**src/rtl/pc_sequence_controller.sv**
```systemverilog
// pc_sequence_controller: fetch/decode/execute timing FSM for a small accumulator CPU.
// It drives the program-counter strobes, the fetch strobes and the T0..T3 timing step.
module pc_sequence_controller #(
   parameter int ADDR_WIDTH = 4
) (
   input  logic                  clk_clock,
   input  logic                  RST_reset,
   input  logic                  S_start,
   input  logic [2:0]            IR_opcode,
   input  logic [ADDR_WIDTH-1:0] IR_addr,
   input  logic                  AC_zero,
   output logic                  PC_INR,
   output logic                  PC_LD,
   output logic                  PC_CLR,
   output logic [ADDR_WIDTH-1:0] PC_input,
   output logic                  AR_LD,
   output logic                  MEM_RD,
   output logic                  IR_LD,
   output logic [1:0]            T_timing,
   output logic                  halted
);
   typedef enum logic [2:0] {IDLE, FETCH0, FETCH1, DECODE, EXEC, HALT} state_t;
   localparam logic [2:0] OP_BUN = 3'b001;
   localparam logic [2:0] OP_SZA = 3'b010;
   localparam logic [2:0] OP_HLT = 3'b011;
   localparam logic [2:0] OP_CLP = 3'b100;
   state_t     state;
   logic [2:0] op_q;
   // EXEC strobes are registered while leaving DECODE so they line up with T=3;
   // op_q keeps the decoded opcode for the EXEC exit decision.
   always_ff @(posedge clk_clock) begin
      if (RST_reset) begin
         state    <= IDLE;
         op_q     <= '0;
         PC_input <= '0;
         T_timing <= '0;
         {PC_INR, PC_LD, PC_CLR, AR_LD, MEM_RD, IR_LD, halted} <= '0;
      end else begin
         {PC_INR, PC_LD, PC_CLR, AR_LD, MEM_RD, IR_LD} <= '0;
         unique case (state)
            IDLE, HALT: if (S_start) begin
               state    <= FETCH0;
               AR_LD    <= 1'b1;
               halted   <= 1'b0;
               T_timing <= 2'd0;
            end
            FETCH0: begin
               state    <= FETCH1;
               {MEM_RD, IR_LD, PC_INR} <= '1;
               T_timing <= 2'd1;
            end
            FETCH1: begin
               state    <= DECODE;
               T_timing <= 2'd2;
            end
            DECODE: begin
               state    <= EXEC;
               T_timing <= 2'd3;
               op_q     <= IR_opcode;
               PC_LD    <= IR_opcode == OP_BUN;
               PC_INR   <= IR_opcode == OP_SZA && AC_zero;
               PC_CLR   <= IR_opcode == OP_CLP;
               PC_input <= IR_opcode == OP_BUN ? IR_addr : PC_input;
            end
            EXEC: begin
               T_timing <= 2'd0;
               state    <= op_q == OP_HLT ? HALT : FETCH0;
               halted   <= op_q == OP_HLT;
               AR_LD    <= op_q != OP_HLT;
            end
            default: state <= IDLE;
         endcase
      end
   end
endmodule

```
**config.mk**
```make
export PLATFORM = sky130hd
export DESIGN_NAME = pc_sequence_controller
export DESIGN_NICKNAME = d
export VERILOG_FILES = /design/src/rtl/pc_sequence_controller.sv
export SDC_FILE = /design/constraint.sdc
export NUM_CORES = 1
export LEC_CHECK = 0
export CAP_MARGIN = 20
export CORE_AREA = 2 2 48 50
export CTS_CLUSTER_SIZE = 40
export DETAILED_ROUTE_END_ITERATION = 7
export DIE_AREA = 0 0 50 52
export PLACE_DENSITY = 0.64
export RECOVER_POWER = 25
export SETUP_SLACK_MARGIN = 0.5
export SKIP_CTS_REPAIR_TIMING = 1
export SYNTH_ARGS = -nofsm -noshare
export SYNTH_HDL_FRONTEND = slang
export SYNTH_SLANG_ARGS = --single-unit
```
**constraint.sdc**
```tcl
create_clock -name clk_clock -period 1.8 [get_ports clk_clock]
set_input_delay 0.36 -clock clk_clock [delete_from_list [all_inputs] [get_ports clk_clock]]
set_output_delay 0.36 -clock clk_clock [all_outputs]
set_load 0.05 [all_outputs]
```
======== Yosys cells after proc, flatten, opt, wreduce, memory -nomap -nowiden ========
Cells that the tools add are included.
word-level totals
  output and inout bits ................... 13
  input bits .............................. 11
  register bits after elaboration ......... 18
  word-level logic and storage cells ...... 42
cells by class
  reductions and logical operators ........ 9
  muxes and demuxes ....................... 11
  equal/unequal tests ..................... 11
  bitwise logic cells ..................... 1
operators with widths
  cell                                                   count
  one-hot mux 3 bit (5 select lines)                     1
  equality test 3 x 2 -> 1 bit, second input constant    4
  one-hot mux 2 bit (5 select lines)                     1
  equality test 3 bit, second input constant             3
  equality test 3 x 1 -> 1 bit, second input constant    2
  2-to-1 mux 3 bit                                       2
  one-hot mux 1 bit (2 select lines)                     3
  AND reduction 2 bit                                    3
  nonzero test 5 bit                                     1
  OR reduction 2 bit                                     2
  zero test 3 bit                                        1
  2-to-1 mux 1 bit                                       3
  inequality test 3 x 2 -> 1 bit, second input constant  1
  2-to-1 mux 2 bit                                       1
  inequality test 2 bit, second input constant           1
  nonzero test 2 bit                                     1
  logical AND 1 bit                                      1
  inverter 1 bit                                         1

======== Depth between registers and ports, before layout ========
Gate-level depths: netlist of run 1.
  depth after elaboration ................. 4
  depth in mapped cells ................... 4
  gate-level depth less buffers ........... 3

======== Least setup slack after synthesis of run 1 ========
OpenSTA, ideal clock, no wires.
  path kind ............................... flip-flop to output port
  start point ............................. register IR_LD (netlist name)
  end point ............................... output MEM_RD
  setup slack ............................. 0.546 ns
  buffers on the path ..................... 1
  data required time ...................... 1.440 ns
  stages on the path, launching flop included .. 2
  arrival time ............................ 0.894 ns
  path through ............................ dfxtp_1 > buf_4
RTL lines
  item           RTL line  RTL
  end, declared  17        output logic MEM_RD,

======== Final worst setup path of run 1 ========
  start point ............................. register state[2]
  end point ............................... register PC_input[2]
between the ends
  cells in the longest elaborated chain, start to end .. 2
RTL lines
  item                                  RTL line  RTL
  start, declared                       27        state_t state;
  start signal, assigned                67        state <= op_q == OP_HLT ? HALT : FETCH0;
  equality test 3 x 2 -> 1 bit          40        unique case (state)
  AND reduction 2 bit (no source line)  -
  end signal, assigned                  63        PC_input <= IR_opcode == OP_BUN ? IR_addr : PC_input;
  end, declared                         15        output logic [ADDR_WIDTH-1:0] PC_input,
Every way passes these cells.
A chain may end at the register's enable or synchronous reset.

==> impl_metrics.py, run 1 <==
metrics = {
    "global_route": {
        "grt_overflow": 0,
        "grt_pass1_wl_um": 2540,
        "track_usage_pct": 13.3,
        "grt_pass1_vias": 594,
        "antenna_found_initial": 0,
        "grt_max_degree": 22,
    },
    "clock_tree": {
        "clk_latency_ns": 0.29,
        "cts_buffers": 3,
        "cts_tree": "done",
        "h-tree-depth": 1,
        "clkTransAtPathRegs_ns": 0.10,
        "cts-root-buf": "clkbuf_4",
        "clockBufferDepth": 2,
        "cts_sinks": 18,
    },
    "sta": {
        "max_slew_margin_pct": 81.3,
        "slew_violations": 0,
        "min_period_ns": 1.46,
        "hold_viol_final": 0,
        "period_share_pct": 81.3,
        "fmax_ghz": 0.684,
        "rsz0062_at_grt": "yes",
        "clock-skew-final_ns": 0.00152,
        "hold_ws_ns": 0.485,
        "worst_pin_slew_ns": 0.278,
        "setup_viol": 0,
        "tns_ns": 0,
    },
    "setup_path": {
        "critPathLaunch": "state[2]",
        "startpoint_type": "register",
        "worstPathCellList": "nand3b_1 -> nor4b_4 -> buf_4 -> mux2i_1",
        "worstSetupPathType": "reg -> reg",
        "slowest_stage": "dfxtp_1",
        "cp.arrival_ns": 1.69,
        "crit_path_max_fanout": 8,
        "critPathBufInv": 1,
        "endpoint_kind": "register",
        "cp_top_family": "simple AND/OR/NAND/NOR gates",
        "cp_slowest_stage_delay_ns": 0.39,
        "reg2reg_from": "state[2]",
        "worst_ep_required_time_ns": 2.02,
    },
    "yosys": {
        "ys_types": 29,
        "postSynthCellCount": 79,
        "yosysSeqAreaShare_pct": 45.6,
        "synth_area_um2": 791,
        "synthArstFlopShare_pct": 0,
        "syn_nets": 90,
        "ys_warn_count": 0,
        "synthFlopType": "dfxtp_1",
        "synth_seq_cells": 18,
        "synth_edf_count": 0,
        "syn_avg_cell_area_um2": 10.0,
    },
    "status": {
        "outcome": "complete, no violations",
    },
    "routing": {
        "dr_wl_met3_um": 80,
        "wl_met2_um": 793,
        "remaining_drc_errors": 0,
        "m1WireLength_um": 704,
        "drtIter0Drc": 13,
        "drtPass1Iterations": 4,
        "vias": 667,
        "wire_per_inst_um": 11.6,
        "wl_um": 1600,
        "antenna_left": 0,
        "avgViaCountPerCell": 4.83,
        "routed.top_layer": "met4",
    },
    "flow_run": {
        "max-cap-violations": 0,
    },
    "finish": {
        "diodes": 0,
        "mostFrequentLayoutCells": "20 x buf_4, 16 x dfxtp_1, 10 x nand2b_1, 8 x nor2_1, 8 x clkdlybuf4s50_1",
        "drive_above_1_share_pct": 30.0,
        "nets": 122,
        "area_growth_pct": 39.2,
        "fillers": 204,
        "final_common_cell": "buf_4",
    },
    "worst_hold_path": {
        "hold_start": "PC_input[1]",
        "hold_class": "reg -> reg",
    },
    "placed_design": {
        "place_hpwl_um": 1080,
        "gp_routability_congestion": 0.708,
        "portBuffers": 23,
    },
    "die": {
        "num_rows": 17,
        "start_util_pct": 37.6,
        "die-area_um2": 2600,
        "chipHeight_um": 52,
        "core_um2": 2110,
        "die_x_um": 50,
        "pin_count": 24,
    },
    "power": {
        "p_per_area_nw_per_um2": 773,
        "ir_drop_mv": 0.410,
        "p_total_mw": 0.851,
        "p_leak_nw": 0.460,
    },
}
-- where the power goes --
group | total [mW] | switching, mW | leakage, nW | internal, mW
clock network | 0.249 | 0.126 | 0.0210 | 0.123
logic | 0.174 | 0.0948 | 0.292 | 0.0794
registers | 0.428 | 0.0110 | 0.147 | 0.417
total | 0.851 | 0.232 | 0.460 | 0.620
-- routing by layer --
| layer | GRT usage [%] | vias to the layer above |
|---|---|---|
| met3 | 2.59 | 2 |
| met2 | 22.8 | 17 |
| met4 | 8.33 | 0 |
| li1 | - | 342 |
| met5 | 0 | - |
| met1 | 15.0 | 306 |
-- state kept, by name (all words and copies together), names as in the netlist --
register,cells
PC_CLR,1
AR_LD,1
PC_INR,1
T_timing,2
halted,1
PC_input,4
IR_LD,1
PC_LD,1
op_q,3
state,3
-- Yosys cell counts (all sizes together), types with 2 or more instances --
master	number	share of area [%]
nand2b	10	7.9
dfxtp	18	46
nor2b	2	1.6
o21ai	2	1.3
nor4	2	1.6
or4b	2	2.5
a21oi	4	2.5
nor2	8	3.8
mux2i	7	8.9
nor3	2	1.3
buf	4	4.0
clkbuf	2	0.95
a31oi	2	1.6
-- worst paths after layout --
kind	depth (start not counted)	slack, ns	endpoint
worst min register to register	2	0.48	PC_input[1]
worst max-delay path	4	0.34	PC_input[2]
worst min-delay path	2	0.48	PC_input[1]
worst max register to register	4	0.34	PC_input[2]
-- worst min-delay path, delay by kind of cell, from the launching register on --
kind | cells | cell delay, ns
flops | 1 | 0.33
mux | 1 | 0.06
simple gates | 1 | 0.06
-- cell type report --
cell class	count	area, µm²	area share, %
Sequential cell	18	363	33.0
Timing Repair Buffer	33	280	25.5
Multi-Input combinational cell	54	383	34.8
Tap cell	28	35.0	3.18
Inverter	1	3.75	0.341
Clock buffer	4	36.3	3.30
-- through the flow --
step           setup WS, ns  instance area [µm²]  cells  util (%)
6_report              0.337                 1100    138      52.3
3_5_place_dp         0.0839                 1010    127      48.0
2_1_floorplan         0.546                  791     79         -
3_3_place_gp          0.123                 1010    127      48.0
4_1_cts              0.0221                 1050    131      49.7
5_1_grt               0.240                 1100    138      52.3
-- cell families after synthesis --
group / after synthesis / synth area share (%)
xor gates and xnor gates: 1 / 1.11
and+or+nand+nor: 34 / 29.9
muxes: 7 / 8.86
DFF: 18 / 45.6
AOI/OAI and AO/OA: 12 / 9.18
buffers and inverters: 7 / 5.38
Note: power is estimated with default switching activity, not from simulation.
==> inputs of run 2 (changes only) <==
==> constraint.sdc (replaced) <==
create_clock -name clk_clock -period 1.4 [get_ports clk_clock]
set_input_delay 0.28 -clock clk_clock [delete_from_list [all_inputs] [get_ports clk_clock]]
set_output_delay 0.28 -clock clk_clock [all_outputs]
set_load 0.05 [all_outputs]
==> run 2 against run 1 <==
- non-clock buffer count rose by 6
- worst setup slack got worse by 0.17 ns
- wire length rose by 17%
- clock power rose by 30%
- critical path depth fell by 1
- clock skew barely moved
- die area did not move
- maximum frequency rose by 19%
- core utilization rose by 13 points
==> impl_metrics.py, run 2 (same netlist as run 1, synthesis figures left out) <==
metrics = {
    "status": {
        "outcome": "complete, no violations",
    },
    "sta": {
        "slew_violations": 0,
        "max_slew_margin_pct": 79.9,
        "worst_pin_slew_ns": 0.302,
        "hold_ws_ns": 0.355,
        "clock-skew-final_ns": 0.00107,
        "setup_viol": 0,
        "min_period_ns": 1.23,
        "hold_viol_final": 0,
        "rsz0062_at_grt": "yes",
        "fin_ws_ns": 0.168,
        "fmax_ghz": 0.811,
        "period_share_pct": 88.0,
    },
    "routing": {
        "wl_um": 1860,
        "m1WireLength_um": 754,
        "routed.top_layer": "met4",
        "dr_wl_met3_um": 117,
        "remaining_drc_errors": 0,
        "avgViaCountPerCell": 4.96,
        "vias": 714,
        "drtIter0Drc": 8,
        "wl_met2_um": 974,
        "wire_per_inst_um": 12.9,
        "antenna_left": 0,
        "drtPass1Iterations": 4,
    },
    "global_route": {
        "track_usage_pct": 13.8,
        "grt_max_degree": 22,
        "antenna_found_initial": 0,
        "grt_pass1_wl_um": 2710,
        "grt_overflow": 0,
        "grt_pass1_vias": 665,
    },
    "placed_design": {
        "dp_slack_ns": -0.219,
        "portBuffers": 23,
        "place_hpwl_um": 1220,
        "gp_routability_congestion": 0.813,
        "place_inst": 134,
    },
    "clock_tree": {
        "clkTransAtPathRegs_ns": 0.11,
        "cts-root-buf": "clkbuf_4",
        "cts_sinks": 18,
        "clockBufferDepth": 2,
        "cts_buffers": 3,
        "cts_tree": "done",
        "h-tree-depth": 1,
        "clk_latency_ns": 0.29,
    },
    "finish": {
        "mostFrequentLayoutCells": "14 x buf_12, 10 x nand2b_1, 9 x buf_4, 8 x clkdlybuf4s50_1",
        "diodes": 0,
        "fillers": 176,
        "final_util_pct": 65.5,
        "top_regs": "PC_input x4, op_q x3, state x3",
        "multi_input_area_um2": 413,
        "largest_reg_flops": 4,
        "area_growth_pct": 74.5,
        "ff_latch_area_um2": 390,
        "drive_above_1_share_pct": 43.1,
        "instances_no_fill": 144,
        "regMostFlops": "PC_input",
        "nets": 128,
        "final_common_cell": "buf_12",
    },
    "worst_hold_path": {
        "hold_class": "in -> reg",
    },
    "die": {
        "start_util_pct": 37.6,
        "pin_count": 24,
        "die_x_um": 50,
        "num_rows": 17,
        "chipHeight_um": 52,
        "core_um2": 2110,
        "die-area_um2": 2600,
    },
    "power": {
        "p_leak_nw": 0.575,
        "p_per_area_nw_per_um2": 855,
        "ir_drop_mv": 0.541,
    },
    "setup_path": {
        "endpoint_kind": "register",
        "worstSetupPathType": "reg -> reg",
        "r2r_slack_ns": 0.17,
        "startpoint_type": "register",
        "reg2reg_to": "state[2]",
        "critPathLaunch": "state[0]",
        "reg2reg_from": "state[0]",
        "crit_path_max_fanout": 10,
        "worst_ep_required_time_ns": 1.62,
        "r2r_cells": 3,
        "critPathCapture": "state[2]",
        "cp.arrival_ns": 1.45,
    },
    "flow_run": {
        "max-cap-violations": 0,
    },
}
[run 2: changes by cell type in the layout (fill, tap and decap cells not counted), moves of 2 or more]
cell and change:
buf_12 +14, nor3_2 +2, clkbuf_1 +2, dfxtp_1 -10, dfxtp_2 +4, dfxtp_4 +6, nor3_1 -2, buf_4 -11
[run 2: worst min-delay path by stage]
stage,from,end,slack (ns),cells past startpoint
after floorplan,IR_opcode[0],PC_CLR,0.36,1
after global placement,op_q[0],op_q[0],0.48,2
after detailed placement,PC_input[1],PC_input[1],0.50,2
after CTS,PC_input[1],PC_input[1],0.52,2
after global routing,RST_reset,AR_LD,0.35,3
final,RST_reset,AR_LD,0.36,3
[run 2: final cells by class]
class,instances,area share (%)
Clock buffer,4,2.63
Inverter,1,0.272
Multi-Input combinational cell,54,29.9
Sequential cell,18,28.3
Tap cell,28,2.54
Timing Repair Buffer,39,36.4
[run 2: metal layers]
layer | vias up | track usage [%]
li1 | 352 | -
met1 | 336 | 15.3
met2 | 24 | 23.7
met3 | 2 | 3.74
met4 | 0 | 7.87
met5 | - | 0
[run 2: per-stage QoR]
step	total power [mW]	setup TNS, ns	instance area (µm²)
after detailed placement	0.826	-0.774	1230
final	1.18	0	1380
after CTS	1.15	0	1270
after global placement	0.820	-0.547	1230
after global routing	1.24	0	1380
after floorplan	0.710	0	816
[run 2: worst max-delay path: stages (launching register included)]
cell     delay, ns
dfxtp_4       0.40
nor2_1        0.10
or4b_1        0.47
a31oi_1       0.18
[run 2: power by group]
part,internal [mW],switching [mW]
clock network,0.158,0.165
logic,0.156,0.129
registers,0.536,0.0355
total,0.850,0.330
